<file path="config.mk">
export PLATFORM = sky130hd
export DESIGN_NAME = axi_stream_rx_fifo
export DESIGN_NICKNAME = d
export VERILOG_FILES = /design/src/rtl/axi_stream_rx_fifo.sv
export SDC_FILE = /design/constraint.sdc
export NUM_CORES = 2
export LEC_CHECK = 0
export ABC_AREA = 1
export ABC_CLOCK_PERIOD_IN_PS = 31700
export BUFFER_PORTS_ARGS = -buffer_cell sky130_fd_sc_hd__buf_2
export CAP_MARGIN = 0
export CORE_AREA = 2 2 457 459
export CTS_CLUSTER_DIAMETER = 80
export DETAILED_ROUTE_END_ITERATION = 7
export DIE_AREA = 0 0 459 461
export HOLD_SLACK_MARGIN = 0.15
export PLACE_DENSITY_LB_ADDON = 0.1
export SLEW_MARGIN = 25
export SYNTH_ARGS = -nofsm -noshare
export SYNTH_HDL_FRONTEND = slang
export SYNTH_SLANG_ARGS = --single-unit
</file>
<file path="constraint.sdc">
create_clock -name clk -period 31.7 [get_ports clk]
set_input_delay 1.585 -clock clk [delete_from_list [all_inputs] [get_ports clk]]
set_output_delay 1.585 -clock clk [all_outputs]
set_load 0.02 [all_outputs]
</file>
<file path="src/rtl/axi_stream_rx_fifo.sv">
// ---------------------------------------------------------------------------
// axi_stream_rx_fifo
//
// AXI-Stream receive buffer between the external stream source and the
// authentication core input. Beats are held in a first-word-fall-through
// FIFO of DEPTH entries together with their TKEEP/TLAST sideband.
//
// Ports
//   clk        rising-edge clock
//   reset      asynchronous, active-high reset
//   s_valid    system-side TVALID
//   s_ready    system-side TREADY (registered)
//   s_data     system-side TDATA
//   s_keep     system-side TKEEP
//   s_last     system-side TLAST
//   m_valid    internal-side valid, high while the FIFO holds data
//   m_ready    internal-side ready
//   m_data     head-entry data (fall-through)
//   m_keep     head-entry keep (fall-through)
//   m_last     head-entry last (fall-through)
//   level      current occupancy, 0..DEPTH
//   pkt_count  packets delivered (m_last handshakes), wraps
//   proto_err  sticky flag: s_valid withdrawn before its handshake
// ---------------------------------------------------------------------------
module axi_stream_rx_fifo #(
    parameter int DATA_WIDTH = 512,
    parameter int DEPTH      = 4,
    parameter int CNT_WIDTH  = 16
) (
    input  logic                         clk,
    input  logic                         reset,
    input  logic                         s_valid,
    output logic                         s_ready,
    input  logic [DATA_WIDTH-1:0]        s_data,
    input  logic [DATA_WIDTH/8-1:0]      s_keep,
    input  logic                         s_last,
    output logic                         m_valid,
    input  logic                         m_ready,
    output logic [DATA_WIDTH-1:0]        m_data,
    output logic [DATA_WIDTH/8-1:0]      m_keep,
    output logic                         m_last,
    output logic [$clog2(DEPTH+1)-1:0]   level,
    output logic [CNT_WIDTH-1:0]         pkt_count,
    output logic                         proto_err
);

    localparam int KEEP_WIDTH = DATA_WIDTH / 8;
    localparam int PTR_WIDTH  = $clog2(DEPTH);
    localparam int LVL_WIDTH  = $clog2(DEPTH + 1);

    // Storage is deliberately left unreset; only entries between rptr and
    // wptr are ever observed while m_valid is high.
    logic [DATA_WIDTH-1:0] data_mem_r [DEPTH];
    logic [KEEP_WIDTH-1:0] keep_mem_r [DEPTH];
    logic                  last_mem_r [DEPTH];

    logic [PTR_WIDTH-1:0]  wptr_r;
    logic [PTR_WIDTH-1:0]  rptr_r;
    logic [LVL_WIDTH-1:0]  level_r;
    logic [LVL_WIDTH-1:0]  level_next_s;
    logic                  s_ready_r;
    logic                  m_valid_r;
    logic [CNT_WIDTH-1:0]  pkt_count_r;
    logic                  held_r;
    logic                  proto_err_r;
    logic                  push_s;
    logic                  pop_s;

    assign push_s = s_valid & s_ready_r;
    assign pop_s  = m_valid_r & m_ready;

    // Occupancy after the current edge; push and pop together cancel out.
    always_comb begin
        level_next_s = level_r;
        case ({push_s, pop_s})
            2'b10:   level_next_s = level_r + LVL_WIDTH'(1);
            2'b01:   level_next_s = level_r - LVL_WIDTH'(1);
            default: level_next_s = level_r;
        endcase
    end

    // Entry write on an accepted beat.
    always_ff @(posedge clk) begin
        if (push_s) begin
            data_mem_r[wptr_r] <= s_data;
            keep_mem_r[wptr_r] <= s_keep;
            last_mem_r[wptr_r] <= s_last;
        end else begin
            data_mem_r[wptr_r] <= data_mem_r[wptr_r];
            keep_mem_r[wptr_r] <= keep_mem_r[wptr_r];
            last_mem_r[wptr_r] <= last_mem_r[wptr_r];
        end
    end

    // Pointers, occupancy and the registered handshake flags.
    // m_valid is registered from level_next so it always equals (level != 0)
    // while staying a flop output.
    always_ff @(posedge clk or posedge reset) begin
        if (reset) begin
            wptr_r    <= PTR_WIDTH'(0);
            rptr_r    <= PTR_WIDTH'(0);
            level_r   <= LVL_WIDTH'(0);
            s_ready_r <= 1'b0;
            m_valid_r <= 1'b0;
        end else begin
            if (push_s) begin
                wptr_r <= wptr_r + PTR_WIDTH'(1);
            end else begin
                wptr_r <= wptr_r;
            end
            if (pop_s) begin
                rptr_r <= rptr_r + PTR_WIDTH'(1);
            end else begin
                rptr_r <= rptr_r;
            end
            level_r   <= level_next_s;
            s_ready_r <= (level_next_s < LVL_WIDTH'(DEPTH));
            m_valid_r <= (level_next_s != LVL_WIDTH'(0));
        end
    end

    // Delivered-packet counter, wraps naturally.
    always_ff @(posedge clk or posedge reset) begin
        if (reset) begin
            pkt_count_r <= CNT_WIDTH'(0);
        end else if (pop_s && last_mem_r[rptr_r]) begin
            pkt_count_r <= pkt_count_r + CNT_WIDTH'(1);
        end else begin
            pkt_count_r <= pkt_count_r;
        end
    end

    // Protocol monitor: a beat offered but not taken must stay valid.
    always_ff @(posedge clk or posedge reset) begin
        if (reset) begin
            held_r      <= 1'b0;
            proto_err_r <= 1'b0;
        end else begin
            held_r      <= s_valid & ~s_ready_r;
            proto_err_r <= proto_err_r | (held_r & ~s_valid);
        end
    end

    assign s_ready   = s_ready_r;
    assign m_valid   = m_valid_r;
    assign m_data    = data_mem_r[rptr_r];
    assign m_keep    = keep_mem_r[rptr_r];
    assign m_last    = last_mem_r[rptr_r];
    assign level     = level_r;
    assign pkt_count = pkt_count_r;
    assign proto_err = proto_err_r;

endmodule

</file>
==> Word-level counts from Yosys, hierarchy flattened <==
Memories as Yosys holds them, arrays and structs flattened.
Index checks and enable logic that the tools add are counted.
{ "totals": {"output_inout_bits": 599, "ramBits": 2308, "elab_cells": 40, "rom_bits": 0, "regBits": 27, "inputBits": 581, "latchBits": 0, "n_memories": 3} }
{ "memory_table": {"columns": ["name", "depth", "word_bits", "rd", "rd_ports_with_merged_regs", "wr", "line_no", "rtl"], "rows": [
  ["data_mem_r", 4, 512, 1, 0, 1, "53", "logic [DATA_WIDTH-1:0] data_mem_r [DEPTH];"],
  ["keep_mem_r", 4, 64, 1, 0, 1, "54", "logic [KEEP_WIDTH-1:0] keep_mem_r [DEPTH];"],
  ["last_mem_r", 4, 1, 1, 0, 1, "55", "logic last_mem_r [DEPTH];"]
]} }
{ "classes": {"n_eq_ne": 3, "reduce_logical": 3, "n_mul": 0, "n_div": 0, "bitwise_logic": 10, "muxes": 7, "shifts": 0, "n_lt_le_gt_ge": 1, "n_addsub": 5} }
{ "op_table": {"columns": ["op", "count"], "rows": [
  ["two-way mux 512 bit", 1],
  ["two-way mux 64 bit", 1],
  ["adder 16 x 1 -> 16 bit, second input constant", 1],
  ["one-hot mux 3 bit (2 select lines)", 1],
  ["adder 2 x 1 -> 2 bit, second input constant", 2],
  ["AND 1 bit", 4],
  ["two-way mux 1 bit", 4],
  ["bitwise OR 1 bit", 4],
  ["adder 3 x 1 -> 3 bit, second input constant", 1],
  ["< comparator 3 bit, second input constant", 1],
  ["nonzero test 3 bit", 1],
  ["subtractor 3 x 1 -> 3 bit, second input constant", 1],
  ["== test 2 x 1 -> 1 bit, second input constant", 1],
  ["== test 2 bit, second input constant", 1],
  ["inverter 1 bit", 2],
  ["AND reduction 2 bit", 1],
  ["logical AND 1 bit", 1],
  ["inequality test 0 bit", 1]
]} }

==> Depth between registers and ports, before layout <==
{ "depth": {"word_depth": 4, "ltp_mapped": 11, "depth_no_buf": 11} }

==> Worst setup path before layout <==
No wires, ideal clock.
{ "synth_timing": {"path_type": "input -> register", "from": "input port s_valid", "to": "memory data_mem_r[0][0] (enable)", "setup_slack_ps": 4518, "path_buffers": 0, "arrival_time_ps": 25647, "required_ps": 30165, "stages": 2, "cell_sequence": "nand2_1 -> nor2_1"} }
{ "synth_via": {"elab_chain_len": 4, "word_cells_on_any_way": 6} }
{ "synth_rtl": {"columns": ["item", "line_no", "rtl"], "rows": [
  ["start: declaration", "32", "input logic s_valid,"],
  ["AND 1 bit (*)", "69", "assign push_s = s_valid & s_ready_r;"],
  ["two-way mux 1 bit (on tied branches)", "84, 89", null],
  ["two-way mux 1 bit (implied by the code) or AND reduction 2 bit (tied branches)", null, null],
  ["bitwise OR 1 bit (no line) (*)", null, null],
  ["end: declaration", "53", null]
]} }
Every way passes the cells marked *; elsewhere a longest branch is shown, timed or not.

==> Worst setup path in the final report <==
{ "layout_timing": {"from": "register rptr_r[0]", "to": "output port m_data[170]"} }
{ "layout_via": {"elab_chain_len": 1} }
{ "layout_rtl": {"columns": ["item", "line_no", "rtl"], "rows": [
  ["start: declaration", "58", "logic [PTR_WIDTH-1:0] rptr_r;"],
  ["start signal: assignment", "112", "rptr_r <= rptr_r + PTR_WIDTH'(1);"],
  ["start signal: assignment", "114", "rptr_r <= rptr_r;"],
  ["memory (4 x 512 bit)", null, null],
  ["end: declaration", "39", "output logic [DATA_WIDTH-1:0] m_data,"]
]} }
Every way passes these cells.

==> reports/results.ini <==
[clocking]
cts_resized = 0
clock_sinks = 2335
cts_buffers = 238
cts-hold-fix-buffers = 0
htree_levels = 4
insertion_delay_ns = 0.87
cts.clk_slew.worst_paths_ns = 0.06
clk_path_buf_depth = 3
cts_tree = yes
ctsRootBufferMaster = clkbuf_16
post-cts-setup-buffer-count = 0

[timing]
hold_viol = 0
tightest_slew_ns = 1.52
setup_violations = 0
clock.fmax_ghz = 0.136
fin_skew_ns = 0.0603
tns_ns = 0
fin_crit_ns = 7.36
slew_viol_final = 46
rsz0062_at_grt = no
period_share = 0.232
slew_headroom = -0.0139

[grt]
top_usage_layer = met2
first_global_vias = 49979
grt_pass1_wl_um = 358000
globalRouteMet1Util = 0.283
grt_max_degree = 218
globalRouteMet2Util = 0.366
use_met3 = 0.0900
antenna_found_initial = 194
grt_overflow = 0
track_usage = 0.231

[place]
gp_congestion = 0.809
hpwl_um = 156000
port_buffers = 1179

[routing]
antenna_left = 0
wire_per_inst_um = 25.7
totalWireLength_um = 253000
vias_per_cell = 5.39
drt-pass1-iter-count = 6
drc = 0
vias = 53062
drt-initial-drc-count = 4545

[synth]
yosysSeqAreaShare = 0.813
synth_top_family_by_area = compound AO/OA/AOI/OAI gates
syn_nets = 6359
syn_area_um2 = 86100
synth_xor_area_frac = 0.000814
yosysWarnings = 0
ys_types = 25
synth_compound_area_frac = 0.110
synth_cells = 5771
postSynthAreaPerCell_um2 = 14.9
synthSimpleGateAreaFrac = 0.0557
ys_ff_latch = 2335
synth.mux.area_fraction = 0
synth_fa_ha_area_frac = 0.00110

[die]
pin_count = 1180
die_width_um = 459
core_um2 = 206000
die_h_um = 461
num_rows = 167
die_area_um2 = 212000
start_util = 0.417

[pwr]
p_per_area_nw_per_um2 = 102
leakagePower_uw = 0.0345
peakVddDrop_v = 0.0000972

[critical_path]
critPathMaxFanout = 217
setup.worst_path.end_class = output port
start_kind = register
required_ns = 30.12
crit_arrival_ns = 5.78
path_class = reg2out

[outcome]
violations = slew limit
outcome = finished with violations

[final_layout]
layout.nets = 7464
synthToLayoutAreaGrowth_pct = 18.6
final_common_cell = edfxtp_1
final_util = 0.495
drive_gt1_frac = 0.222
final_cell_mix = edfxtp_1 (2308), buf_2 (1179), nor2_1 (1176), o21ai_0 (1157), o22ai_1 (576)

[min_path]
hold_class = reg2reg

[run]
drv_cap = 0

-- kinds of logic (layout without fill, tap and decap cells) --
kind of cell / count (synthesis) / after routing
AO/OA/AOI/OAI: 1739 / 1739
XOR/XNOR: 8 / 8
adder cells (fa/ha/maj): 7 / 7
buffers and inverters: 415 / 1715
flip-flops: 2335 / 2335
other: 0 / 72
AND/OR/NAND/NOR: 1267 / 1267
-- synthesized netlist by cell type --
| cell | instances | area share |
|---|---|---|
| a21oi_1 | 1 | 0.000058 |
| o21ai_1 | 3 | 0.00017 |
| nand3_1 | 13 | 0.00076 |
| buf_6 | 3 | 0.00039 |
| clkbuf_1 | 278 | 0.012 |
| ha_1 | 6 | 0.00087 |
| edfxtp_1 | 2308 | 0.81 |
| nor2_4 | 1 | 0.00013 |
| nor2_1 | 1180 | 0.051 |
| inv_1 | 28 | 0.0012 |
| buf_4 | 8 | 0.00070 |
| buf_1 | 11 | 0.00048 |
| nand4_1 | 3 | 0.00022 |
| a21o_1 | 1 | 0.000087 |
| fa_1 | 1 | 0.00023 |
| buf_2 | 85 | 0.0049 |
| nand3b_1 | 1 | 0.000087 |
| inv_2 | 2 | 0.000087 |
| dfrtp_1 | 27 | 0.0078 |
| xnor2_1 | 2 | 0.00020 |
| o22ai_1 | 576 | 0.042 |
| xor2_1 | 6 | 0.00061 |
| a21boi_0 | 1 | 0.000087 |
| o21ai_0 | 1157 | 0.067 |
| nand2_1 | 69 | 0.0030 |
-- registers in the layout, indices dropped and copies added, names as in the netlist --
| signal | count |
|---|---|
| data_mem_r | 2048 |
| held_r | 1 |
| keep_mem_r | 256 |
| last_mem_r | 4 |
| level | 3 |
| m_valid | 1 |
| pkt_count | 16 |
| proto_err | 1 |
| rptr_r | 2 |
| s_ready | 1 |
| wptr_r | 2 |
-- per-stage QoR --
step           worst slack, ns  instance area, um^2  cells  power (uW)  hold WS [ns]
3_3_place_gp             25.28                94500   9337        7820         0.435
2_1_floorplan             4.52                86100   5771        6650         0.430
6_report                 24.34               102000   9847       10400         0.462
4_1_cts                  24.31               102000   9772       10500         0.459
5_1_grt                  24.08               102000   9810       10900         0.476
3_5_place_dp             25.23                94500   9337        7840         0.437
-- metal layers --
layer	vias up	share of wire
met4	136	0.042
met2	1729	0.47
li1	24180	-
met5	-	0.0034
met3	599	0.095
met1	26418	0.39
-- critical path, stage by stage, from the launching register on --
cell and delay [ns]:
dfrtp_4 0.76, inv_8 0.69, buf_4 0.76, buf_4 0.90, buf_12 0.42, o21ai_0 0.22
o22ai_1 0.21, buf_2 0.22
-- report_power, final --
part	internal, uW	switching [uW]
registers	3850	102
clock network	1480	1160
logic	933	2840
total	6260	4100
-- path summary, 6_finish.rpt --
path | from | end | slack (ns) | cells after the start
worst min register to register | held_r | proto_err | 0.46 | 1
worst max-delay path | rptr_r[0] | m_data[170] | 24.34 | 7
min in group asynchronous | reset | rptr_r[1] | 0.84 | 3
worst max register to register | s_ready | data_mem_r[2][89] | 26.65 | 6
worst min-delay path | held_r | proto_err | 0.46 | 1
max in group asynchronous | reset | rptr_r[0] | 30.54 | 3
-- cell type report --
type                    instances  area [um^2]
inverters                      30          128
multi-input cells            3021        14400
clock buffers                 303         6280
well taps                    2704         3380
fillers                     17812       104000
clock inverters               132         1080
repair buffers               1250         6660
diodes                         72          180
flip-flops and latches       2335        70000
(Power assumes the default switching activity.)
